File: config.mk
export PLATFORM = sky130hd
export DESIGN_NAME = sprite_anim_seq
export DESIGN_NICKNAME = d
export VERILOG_FILES = /design/src/rtl/sprite_anim_pkg.sv /design/src/rtl/anim_prescaler.sv /design/src/rtl/sprite_anim_seq.sv
export SDC_FILE = /design/constraint.sdc
export NUM_CORES = 1
export LEC_CHECK = 0
export CAP_MARGIN = 20
export CORE_ASPECT_RATIO = 1.1
export CORE_MARGIN = 5
export CORE_UTILIZATION = 35
export DETAILED_ROUTE_END_ITERATION = 16
export HOLD_SLACK_MARGIN = 0.15
export PLACE_DENSITY = 0.69
export SLEW_MARGIN = 20
export SYNTH_ARGS = -nofsm -noshare
export SYNTH_HDL_FRONTEND = slang
export SYNTH_SLANG_ARGS = --single-unit
File: constraint.sdc
create_clock -name clk_i -period 3.15 [get_ports clk_i]
set_clock_uncertainty 0.15 [all_clocks]
set_input_delay 0.63 -clock clk_i [delete_from_list [all_inputs] [get_ports clk_i]]
set_output_delay 0.63 -clock clk_i [all_outputs]
set_load 0.01 [all_outputs]
File: src/rtl/sprite_anim_pkg.sv
// Shared types and helpers for the sprite animation sequencer.
// The PINGPONG mode is built only when SPRITE_ANIM_PINGPONG_EN is defined.
package sprite_anim_pkg;

  typedef enum logic [1:0] {
    MODE_LOOP     = 2'd0,
    MODE_ONESHOT  = 2'd1,
    MODE_PINGPONG = 2'd2,
    MODE_LOOP_ALT = 2'd3
  } anim_mode_t;

  typedef enum logic [1:0] {
    ST_IDLE = 2'd0,
    ST_RUN  = 2'd1,
    ST_DONE = 2'd2
  } anim_state_t;

  function automatic int unsigned frame_base(input int unsigned idx, input int unsigned size);
    return idx * size;
  endfunction

endpackage

File: src/rtl/anim_prescaler.sv
// Divides the global animation tick: adv_o fires on the pulse that finds the
// count equal to rate_i, so a frame lasts rate_i+1 pulses.
module anim_prescaler
  import sprite_anim_pkg::*;
#(
  parameter int RATE_W = 4
) (
  input  logic              clk_i,
  input  logic              reset_i,
  input  logic              clear_i,
  input  logic              pulse_i,
  input  logic [RATE_W-1:0] rate_i,
  output logic              adv_o
);

  logic [RATE_W-1:0] cnt_q, cnt_d;

  assign adv_o = pulse_i && !clear_i && (cnt_q == rate_i);

  always_comb begin
    cnt_d = cnt_q;
    if (clear_i) begin
      cnt_d = '0;
    end else if (pulse_i) begin
      cnt_d = adv_o ? '0 : cnt_q + RATE_W'(1);
    end
  end

  always_ff @(posedge clk_i) begin
    if (reset_i) begin
      cnt_q <= '0;
    end else begin
      cnt_q <= cnt_d;
    end
  end

endmodule

File: src/rtl/sprite_anim_seq.sv
// Sprite animation sequencer: picks the frame and offsets the sprite ROM address.
// Define SPRITE_ANIM_PINGPONG_EN to build PINGPONG mode (otherwise mode 2 loops).
//   state | meaning
//   IDLE  | enable low, IDLE_FRAME shown
//   RUN   | animating, advancing on prescaled ticks
//   DONE  | ONESHOT finished, last frame held
module sprite_anim_seq
  import sprite_anim_pkg::*;
#(
  parameter int NUM_FRAMES   = 4,
  parameter int FRAME_SIZE   = 1020,
  parameter int IDLE_FRAME   = 0,
  parameter int ACTIVE_FIRST = 0,
  parameter int RATE_W       = 4,
  localparam int SA_W   = $clog2(FRAME_SIZE),
  localparam int ADDR_W = $clog2(NUM_FRAMES * FRAME_SIZE),
  localparam int IDX_W  = (NUM_FRAMES > 1) ? $clog2(NUM_FRAMES) : 1
) (
  input  logic              clk_i,
  input  logic              reset_i,
  input  logic              enable_i,
  input  logic              anim_pulse_i,
  input  logic [1:0]        mode_i,
  input  logic [RATE_W-1:0] rate_i,
  input  logic              restart_i,
  input  logic [SA_W-1:0]   sprite_addr_i,
  output logic [ADDR_W-1:0] rom_addr_o,
  output logic [IDX_W-1:0]  frame_idx_o,
  output logic              active_o,
  output logic              done_o,
  output logic              frame_tick_o
);

  localparam logic [IDX_W-1:0] FIRST    = IDX_W'(ACTIVE_FIRST);
  localparam logic [IDX_W-1:0] LAST     = IDX_W'(NUM_FRAMES - 1);
  localparam logic [IDX_W-1:0] IDLE_IDX = IDX_W'(IDLE_FRAME);

  anim_state_t       state_q, state_d;
  logic [IDX_W-1:0]  frame_q, frame_d;
  logic [ADDR_W-1:0] base_q, base_d;
  logic              tick_q, tick_d;
  logic              adv;
  logic              pre_clear;
  anim_mode_t        mode;
`ifdef SPRITE_ANIM_PINGPONG_EN
  logic              dir_q, dir_d;  // 0 = up, 1 = down
`endif

  assign mode      = anim_mode_t'(mode_i);
  assign pre_clear = (state_q != ST_RUN) || !enable_i || restart_i;

  anim_prescaler #(.RATE_W(RATE_W)) u_prescaler (
    .clk_i   (clk_i),
    .reset_i (reset_i),
    .clear_i (pre_clear),
    .pulse_i (anim_pulse_i),
    .rate_i  (rate_i),
    .adv_o   (adv)
  );

  always_comb begin
    state_d = state_q;
    frame_d = frame_q;
    tick_d  = 1'b0;
`ifdef SPRITE_ANIM_PINGPONG_EN
    dir_d   = dir_q;
`endif
    if (!enable_i) begin
      state_d = ST_IDLE;
      frame_d = IDLE_IDX;
`ifdef SPRITE_ANIM_PINGPONG_EN
      dir_d   = 1'b0;
`endif
    end else begin
      case (state_q)
        ST_IDLE: begin
          state_d = ST_RUN;
          frame_d = FIRST;
`ifdef SPRITE_ANIM_PINGPONG_EN
          dir_d   = 1'b0;
`endif
        end
        ST_RUN: begin
          if (restart_i) begin
            frame_d = FIRST;
`ifdef SPRITE_ANIM_PINGPONG_EN
            dir_d   = 1'b0;
`endif
          end else if (adv) begin
            tick_d = 1'b1;
`ifdef SPRITE_ANIM_PINGPONG_EN
            dir_d  = 1'b0;  // leaving PINGPONG always resumes upward
`endif
            case (mode)
              MODE_ONESHOT: begin
                if (frame_q == LAST) begin
                  state_d = ST_DONE;
                  tick_d  = 1'b0;
                end else begin
                  frame_d = frame_q + IDX_W'(1);
                end
              end
`ifdef SPRITE_ANIM_PINGPONG_EN
              MODE_PINGPONG: begin
                if (!dir_q) begin
                  if (frame_q != LAST) begin
                    frame_d = frame_q + IDX_W'(1);
                  end else if (FIRST != LAST) begin
                    dir_d   = 1'b1;
                    frame_d = frame_q - IDX_W'(1);
                  end
                end else if (frame_q == FIRST) begin
                  frame_d = (FIRST == LAST) ? frame_q : frame_q + IDX_W'(1);
                end else begin
                  dir_d   = 1'b1;
                  frame_d = frame_q - IDX_W'(1);
                end
              end
`endif
              default: frame_d = (frame_q == LAST) ? FIRST : frame_q + IDX_W'(1);
            endcase
          end
        end
        ST_DONE: begin
          if (restart_i) begin
            state_d = ST_RUN;
            frame_d = FIRST;
`ifdef SPRITE_ANIM_PINGPONG_EN
            dir_d   = 1'b0;
`endif
          end
        end
        default: state_d = ST_IDLE;
      endcase
    end
  end

  assign base_d = ADDR_W'(frame_base(32'(frame_d), FRAME_SIZE));

  always_ff @(posedge clk_i) begin
    if (reset_i) begin
      state_q <= ST_IDLE;
      frame_q <= IDLE_IDX;
      base_q  <= ADDR_W'(frame_base(IDLE_FRAME, FRAME_SIZE));
      tick_q  <= 1'b0;
`ifdef SPRITE_ANIM_PINGPONG_EN
      dir_q   <= 1'b0;
`endif
    end else begin
      state_q <= state_d;
      frame_q <= frame_d;
      base_q  <= base_d;
      tick_q  <= tick_d;
`ifdef SPRITE_ANIM_PINGPONG_EN
      dir_q   <= dir_d;
`endif
    end
  end

  assign rom_addr_o   = ADDR_W'(sprite_addr_i) + base_q;
  assign frame_idx_o  = frame_q;
  assign active_o     = (state_q == ST_RUN);
  assign done_o       = (state_q == ST_DONE);
  assign frame_tick_o = tick_q;

endmodule

==> metrics.md, run 1 <==
| Metric | Value |
|---|---|
| CTS tree | yes |
| Post-synthesis mux area share | 0% |
| Post-Synthesis Cells | 133 |
| Sequential-to-total area share from yosys stat | about 23% |
| CTS Hold Bufs | 0 |
| DRT Pass-1 Iters | 4 |
| Die area | about 4500 um2 |
| Reg-to-Reg End | base_q[3] |
| Layout cell share with drive strength beyond 1 | 18.3% |
| Vias in the first global route | 1155 |
| TritonCTS Buffers | 3 |
| Clk buf depth | 2 |
| Data required, critical path | about 2.4 ns |
| HP Class | register to register |
| Yosys warns | 0 |
| Fin util | between 50% and 60% |
| Vias | around 1100 |
| Setup bufs post-CTS | 0 |
| Critical path's slowest cell | clkdlybuf4s50_1 |
| Htree depth | 1 |
| IO buf count | 33 |
| Element type at the critical path end | output port |
| Worst-Skew Late Latency | between 0.2 and 0.3 ns |
| Largest family of logic cells by synthesized area | simple AND/OR/NAND/NOR gates |
| # diodes | 0 |
| Post-DP HPWL | 2190 um |
| Xor and xnor fraction of the mapped netlist area | about a tenth |
| Post-synthesis to final-layout area growth | 43.4% |
| Measured slew at the worst slew-check pin | about 0.43 ns |
| Slowest cell delay on critical path | 0.48 ns |
| Synth Area in Compound Gates | a little under a fifth |
| Crit-path cells | clkdlybuf4s50_1 -> ha_4 -> nand3_1 -> o211ai_1 -> nor2_1 -> xnor2_1 -> clkdlybuf4s15_1 |
| Routed WL per cell | ~13 um |
| Final setup vio count | 0 |
| Post-synthesis adder-cell area fraction | between 10% and 20% |
| # DRC | 0 |
| Hold Slack | 0.401 ns |
| Period utilization | between 90% and 100% |
| Worst Path Arrival | around 2.3 ns |
| Detailed Route WL | 2750 um |
| Worst Setup SP | sprite_addr_i[5] |
| Core outline area | slightly above 3000 um2 |
| Worst Setup Start Kind | input port |
| Maximum VDD drop | 0.170 mV |
| Vias per std cell | roughly 5.3 |
| Crit Path Class | input port to output port |
| Nets | 213 |
| Largest net degree at the start of global routing | 10 |
| Crit path time final | roughly 3.1 ns |
| Power Total | between 0.3 and 0.4 mW |
| Initial antenna violation count | 0 |
| Mapped Area | 1130 um2 |
| Post-synthesis cell type count | 40 |
| Post-synthesis register bit count | 13 |
| Syn Area/Cell | 8.52 um2 |
| Detail Route Antenna Nets | 0 |
| Die height | 69.7 um |
| Placed Cells | approximately 200 |
| Reg2reg path depth | 7 |
| Root Buffer | clkbuf_4 |
| Relative slew slack | between 70% and 80% |
| Post-route insts no fill | 209 |
| Initial core utilization | a little under two fifths |
| Grt total ovfl | 0 |
| Die Wd | 64.3 um |
| Max Fclk | roughly 330 MHz |
| Iter 0 DRT Violations | between 70 and 80 |
| FF-to-FF Start | frame_idx_o[0] |
| Worst setup path end | rom_addr_o[8] |
| Final hold violation count | 0 |
| First-pass GRT wire length | 4900 um |
| Count of pins over their slew limit | 0 |
| GP Congestion | 0.852 |
| Syn_nets | 170 |
| CP Max Fanout | 3 |
| Max Cap Viol | 0 |
| All-layer global routing usage | roughly 13% |
| Power per cell area | between 200 and 250 nW/um2 |
| Status | complete, no violations |
| Ports | 38 |
| Sink Count | 13 |
| Worst reg2reg setup slack | 0.94 ns |
| P_leak | 0.660 nW |
| Simple-Gate Fraction of Synth Area | 23.7% |
| # rows | 21 |
| CTS clk-pin slew, worst paths | 0.07 ns |
cell usage in the layout, fill, tap and decap left out, drive strengths merged, types with 4 or more instances in the layout:
| cell type | Yosys | layout |
|---|---|---|
| ha | 15 | 15 |
| nand2b | 4 | 4 |
| clkbuf | 0 | 5 |
| nand2 | 8 | 8 |
| xnor2 | 9 | 9 |
| xor2 | 4 | 4 |
| inv | 7 | 7 |
| nor3 | 5 | 5 |
| dlygate4sd2 | 0 | 4 |
| buf | 4 | 11 |
| o211ai | 4 | 4 |
| nor2b | 5 | 5 |
| nor2 | 9 | 9 |
| nand3 | 6 | 6 |
| dfxtp | 13 | 13 |
| clkdlybuf4s50 | 0 | 24 |
| o21ai | 4 | 4 |
| a21oi | 9 | 9 |
routing by layer:
metal / track usage [%] / vias to the layer above / part of all wire (%)
li1: - / 558 / -
met1: 14.5 / 518 / 40
met2: 23.5 / 36 / 52
met3: 2.43 / 4 / 6.6
met4: 4.07 / 0 / 1.1
met5: 0 / - / 0
final cells by class:
class	instances	area (um2)
inverters	7	26.3
multi-input cells	109	892
fillers	292	1450
repair buffers	42	378
flip-flops and latches	13	260
clock buffers	4	26.3
well taps	34	42.5
report_power, final:
| part | switching [mW] | leakage (nW) | internal [mW] |
|---|---|---|---|
| Sequential | 0.000856 | 0.105 | 0.165 |
| Clock | 0.0550 | 0.0150 | 0.0492 |
| Combinational | 0.0343 | 0.541 | 0.0469 |
| Total | 0.0901 | 0.660 | 0.261 |
flip-flops by register name, summed over array words and instances, names as in the netlist:
name / count
frame_tick_o: 1
base_q: 4
frame_idx_o: 2
state_q: 2
u_prescaler.cnt_q: 4
synthesized netlist by cell type:
library cell / count / share of area (%)
a211o_1: 1 / 0.77
a211o_2: 1 / 0.88
a211oi_1: 1 / 0.66
a21bo_1: 1 / 0.88
a21boi_0: 1 / 0.66
a21boi_1: 1 / 0.66
a21o_1: 1 / 0.66
a21oi_1: 9 / 4.0
and2_1: 1 / 0.55
and2b_2: 1 / 0.77
and3_2: 1 / 0.66
buf_4: 3 / 2.0
buf_6: 1 / 0.99
dfxtp_1: 13 / 23
fa_1: 1 / 1.8
ha_1: 15 / 17
inv_1: 7 / 2.3
maj3_1: 1 / 0.88
nand2_1: 8 / 2.6
nand2b_1: 4 / 2.2
nand3_1: 6 / 2.6
nand3b_1: 2 / 1.3
nand4_1: 1 / 0.55
nand4_2: 1 / 1.1
nor2_1: 9 / 3.0
nor2b_1: 5 / 2.8
nor3_1: 5 / 2.2
nor3b_2: 1 / 1.1
o211ai_1: 4 / 2.6
o21a_1: 1 / 0.66
o21ai_0: 4 / 1.8
o21bai_1: 2 / 1.3
o311a_1: 1 / 0.88
o311ai_1: 2 / 1.5
o41ai_1: 1 / 0.77
or2b_1: 1 / 0.66
or3_1: 1 / 0.55
or3_4: 1 / 0.99
xnor2_1: 9 / 7.0
xor2_1: 4 / 3.1
worst min path at each step:
stage                     slack (ns)                 start  cells after the start                    to
after floorplan                 0.35  u_prescaler.cnt_q[0]                      2  u_prescaler.cnt_q[0]
after global routing            0.46  u_prescaler.cnt_q[0]                      2  u_prescaler.cnt_q[0]
after detailed placement        0.39  u_prescaler.cnt_q[0]                      2  u_prescaler.cnt_q[0]
final                           0.40  u_prescaler.cnt_q[0]                      2  u_prescaler.cnt_q[0]
after CTS                       0.40  u_prescaler.cnt_q[0]                      2  u_prescaler.cnt_q[0]
after global placement          0.38  u_prescaler.cnt_q[0]                      2  u_prescaler.cnt_q[0]
through the flow:
step	worst slack, ns	setup TNS (ns)	area [um2]
5_1_grt	-0.0175	-0.0175	1630
6_report	0.0838	0	1630
3_5_place_dp	-0.711	-2.90	1540
3_3_place_gp	-0.662	-2.59	1540
2_1_floorplan	0.333	0	1130
4_1_cts	0.0118	0	1580
logic make-up (layout without fill, tap and decap cells):
logic type	count (synthesis)	after routing
xor gates and xnor gates	13	13
and+or+nand+nor	48	48
DFF	13	13
adders and majority gates	17	17
AOI/OAI and AO/OA	31	31
buffers and inverters	11	53
what timing repair did:
| item | CTS | global route |
|---|---|---|
| cloned | 0 | 0 |
| endpoints found under the setup margin | 8 | 5 |
| pin swaps | 7 | 6 |
| gates resized for setup | 21 | 11 |
critical path, delay by kind of cell:
kind / cells / cell delay (ns)
AO/OA/AOI/OAI: 1 / 0.29
adder cells (fa/ha/maj): 1 / 0.32
buffers and inverters: 2 / 0.73
AND/OR/NAND/NOR: 2 / 0.18
XOR/XNOR: 1 / 0.13
No activity file was read; power rests on OpenSTA's default activity.
==> inputs of run 2 (changes only) <==
--- a/config.mk
+++ b/config.mk
@@ -6,7 +6,7 @@
 export NUM_CORES = 1
 export LEC_CHECK = 0
 export CAP_MARGIN = 20
-export CORE_ASPECT_RATIO = 1.1
+export CORE_ASPECT_RATIO = 0.75
 export CORE_MARGIN = 5
 export CORE_UTILIZATION = 35
 export DETAILED_ROUTE_END_ITERATION = 16
==> run 2 against run 1 <==
Against the previous run:
- cell count is 4.3% higher
- design area is 2.5% higher
- maximum frequency is 1.9% higher
- clock power is 46% higher
- power is 13% higher
- worst hold slack hardly changed
- combinational power is 4.3% lower
- critical endpoint is now rom_addr_o[9]
==> metrics.md, run 2 (same netlist as run 1, synthesis figures left out) <==
| Metric | Value |
|---|---|
| Hold Path Origin | u_prescaler.cnt_q[0] |
| Final hold violation count | 0 (unchanged) |
| Power per cell area | 238 nW/um2 (+9.9%) |
| RSZ-0062 raised after global routing | no |
| Die Wd | 75.7 um (+18%) |
| Detailed Route WL | 2720 um (-1.2%) |
| Element type at the critical path end | output port |
| Clk buf depth | 2 (unchanged) |
| Maximum VDD drop | 0.247 mV (+45%) |
| HP Class | register to register |
| Final WS setup | 0.142 ns (+0.0586 ns) |
| Combinational group share of total power | 19.6% (-3.5 points) |
| Crit Path Class | input port to output port |
| Measured slew at the worst slew-check pin | 0.464 ns (+0.0329 ns) |
| Internal cell power | 0.300 mW (+15%) |
| # DRC | 0 (unchanged) |
| Multi-input gate area | 876 um2 (-1.8%) |
| Net Switching | 0.0958 mW (+6.3%) |
| Layout cell share with drive strength beyond 1 | 20.0% (+1.7 points) |
| CP Max Fanout | 3 (unchanged) |
| P_leak | 0.706 nW (+6.9%) |
| CTS clk-pin slew, worst paths | 0.06 ns (about the same) |
| Nets | 218 (+2.3%) |
| Iter 0 DRT Violations | 13 (-83%) |
| Status | complete, no violations |
| Reg-to-Reg End | base_q[3] |
| Max Fclk | 332 MHz (+1.9%) |
| Post-DP HPWL | 2200 um (+0.75%) |
| CTS tree | yes |
| Net Sw Frac | 24.2% (-1.4 points) |
| # diodes | 0 (unchanged) |
| Routed WL per cell | 12.5 um (-5.3%) |
| Power Total | 0.396 mW (+13%) |
| Post-synthesis to final-layout area growth | 46.9% |
| Die height | 59.3 um (-15%) |
| TritonCTS Buffers | 3 (unchanged) |
| Leading cell types in the layout, fill and taps excluded | clkdlybuf4s50_1, buf_4, dfxtp_1 |
| Top flop regs | base_q (4), u_prescaler.cnt_q (4) |
| Most common cell after layout, fill and taps aside | clkdlybuf4s50_1 |
| Count of pins over their slew limit | 0 (unchanged) |
| Detail Route Antenna Nets | 0 (unchanged) |
| Largest net degree at the start of global routing | 10 (unchanged) |
| Root Buffer | clkbuf_8 |
| Vias | 1097 (-1.7%) |
| Reg area | 260 um2 (unchanged) |
| Period utilization | 95.5% (-1.9 points) |
| Worst-Skew Late Latency | 0.25 ns (-0.03 ns) |
| Ports | 38 (unchanged) |
| Max Cap Viol | 0 (unchanged) |
| Core outline area | 3020 um2 (-1.8%) |
| Initial antenna violation count | 0 (unchanged) |
| Htree depth | 1 (unchanged) |
| Final setup vio count | 0 (unchanged) |
| Die area | 4490 um2 (+0.23%) |
| Vias in the first global route | 1133 (-1.9%) |
| Worst Path Arrival | 2.23 ns (-0.06 ns) |
| Pre-CTS setup slack | -0.669 ns (+0.0415 ns) |
| All-layer global routing usage | 13.5% (+0.61 points) |
| Reg2reg path depth | 7 (unchanged) |
| Sink Count | 13 (unchanged) |
| IO buf count | 33 (unchanged) |
| Clk pwr share | 38.3% (+8.6 points) |
| Initial core utilization | 37.5% (+0.66 points) |
| Fillers | 281 (-3.8%) |
| First-pass GRT wire length | 4730 um (-3.4%) |
| Vias per std cell | 5.03 (-5.8%) |
| Grt total ovfl | 0 (unchanged) |
| Crit path time final | 3.01 ns (-0.0586 ns) |
| Data required, critical path | 2.37 ns (about the same) |
| DRT Pass-1 Iters | 4 (unchanged) |
| Worst Setup Start Kind | input port |
| Hold Path Stages | 2 (unchanged) |
| GP Congestion | 0.815 (-4.4%) |
| Hold Slack | 0.401 ns (-0.000227 ns) |
| Hold EP | u_prescaler.cnt_q[0] |
| FF-to-FF Start | frame_idx_o[0] |
| Placed cell area | 1580 um2 (+2.3%) |
| Sequential share of power | 42.0% (-5.2 points) |
| Relative slew slack | 68.6% (-2.2 points) |
| Worst reg2reg setup slack | 0.92 ns (-0.02 ns) |
| Final instance area | 1670 um2 (+2.5%) |
| # rows | 17 (-19%) |
==> run 2: cell count changes in the layout (fill, tap and decap cells not counted) <==
cell and delta:
dlygate4sd2_1 +2, o21ai_2 -1, clkdlybuf4s50_1 -2, ha_1 +1, clkdlybuf4s15_1 -2, buf_4 +5
dlymetal6s2s_1 +1, clkbuf_8 +3, ha_4 -1, clkbuf_4 -3, buf_2 +1, o21ai_1 +1
==> run 2: repair_timing <==
item,CTS,global route
gates resized for setup,21,11
hold buffers,0,0
setup buffers,0,1
pin swaps,4,5
setup endpoints to repair,8,6
==> run 2: power by group through the flow <==
stage	Sequential, mW	Combinational [mW]	Clock (mW)
3_5_place_dp	0.170	0.0784	0
4_1_cts	0.166	0.0760	0.155
3_3_place_gp	0.170	0.0769	0
5_1_grt	0.166	0.0851	0.164
6_report	0.166	0.0777	0.152
2_1_floorplan	0.170	0.0350	0
==> run 2: how the worst max path moves through the flow <==
stage,start,to,cells after the start
after floorplan,sprite_addr_i[2],rom_addr_o[10],6
after global placement,sprite_addr_i[2],rom_addr_o[10],8
after detailed placement,sprite_addr_i[2],rom_addr_o[10],8
after CTS,sprite_addr_i[2],rom_addr_o[10],8
after global routing,sprite_addr_i[3],rom_addr_o[10],7
final,sprite_addr_i[5],rom_addr_o[9],7
==> run 2: layout make-up <==
type / count / area share (%)
multi-input cells: 109 / 52.6
inverters: 7 / 1.58
clock buffers: 4 / 2.70
well taps: 38 / 2.85
repair buffers: 47 / 24.6
flip-flops and latches: 13 / 15.6
==> run 2: through the flow <==
stage / utilization, % / setup TNS [ns] / std cells
finish: 55.1 / 0 / 218
global route: 55.1 / 0 / 218
CTS: 53.7 / -0.206 / 217
detailed placement: 52.2 / -2.85 / 213
global placement: 52.2 / -2.62 / 213
floorplan: - / 0 / 133
==> run 2: routing by layer <==
layer | up-vias | wire, um | global-route usage, %
met1 | 503 | 1160 | 14.9
met2 | 27 | 1340 | 24.7
li1 | 563 | - | -
met4 | 0 | 22 | 3.74
met3 | 4 | 200 | 3.90
met5 | - | 0 | 0
==> run 2: critical path, stage by stage <==
cell	delay, ns
clkdlybuf4s50_1	0.40
ha_1	0.31
o21ai_1	0.09
o211ai_1	0.23
nand2_1	0.12
xnor2_1	0.15
dlygate4sd2_1	0.28
==> inputs of run 3 (changes only) <==
--- a/config.mk
+++ b/config.mk
@@ -5,7 +5,6 @@
 export SDC_FILE = /design/constraint.sdc
 export NUM_CORES = 1
 export LEC_CHECK = 0
-export CAP_MARGIN = 20
 export CORE_ASPECT_RATIO = 0.75
 export CORE_MARGIN = 5
 export CORE_UTILIZATION = 35
==> results of run 3 <==
The final DEF is identical to that of run 2; final timing and power are the same.
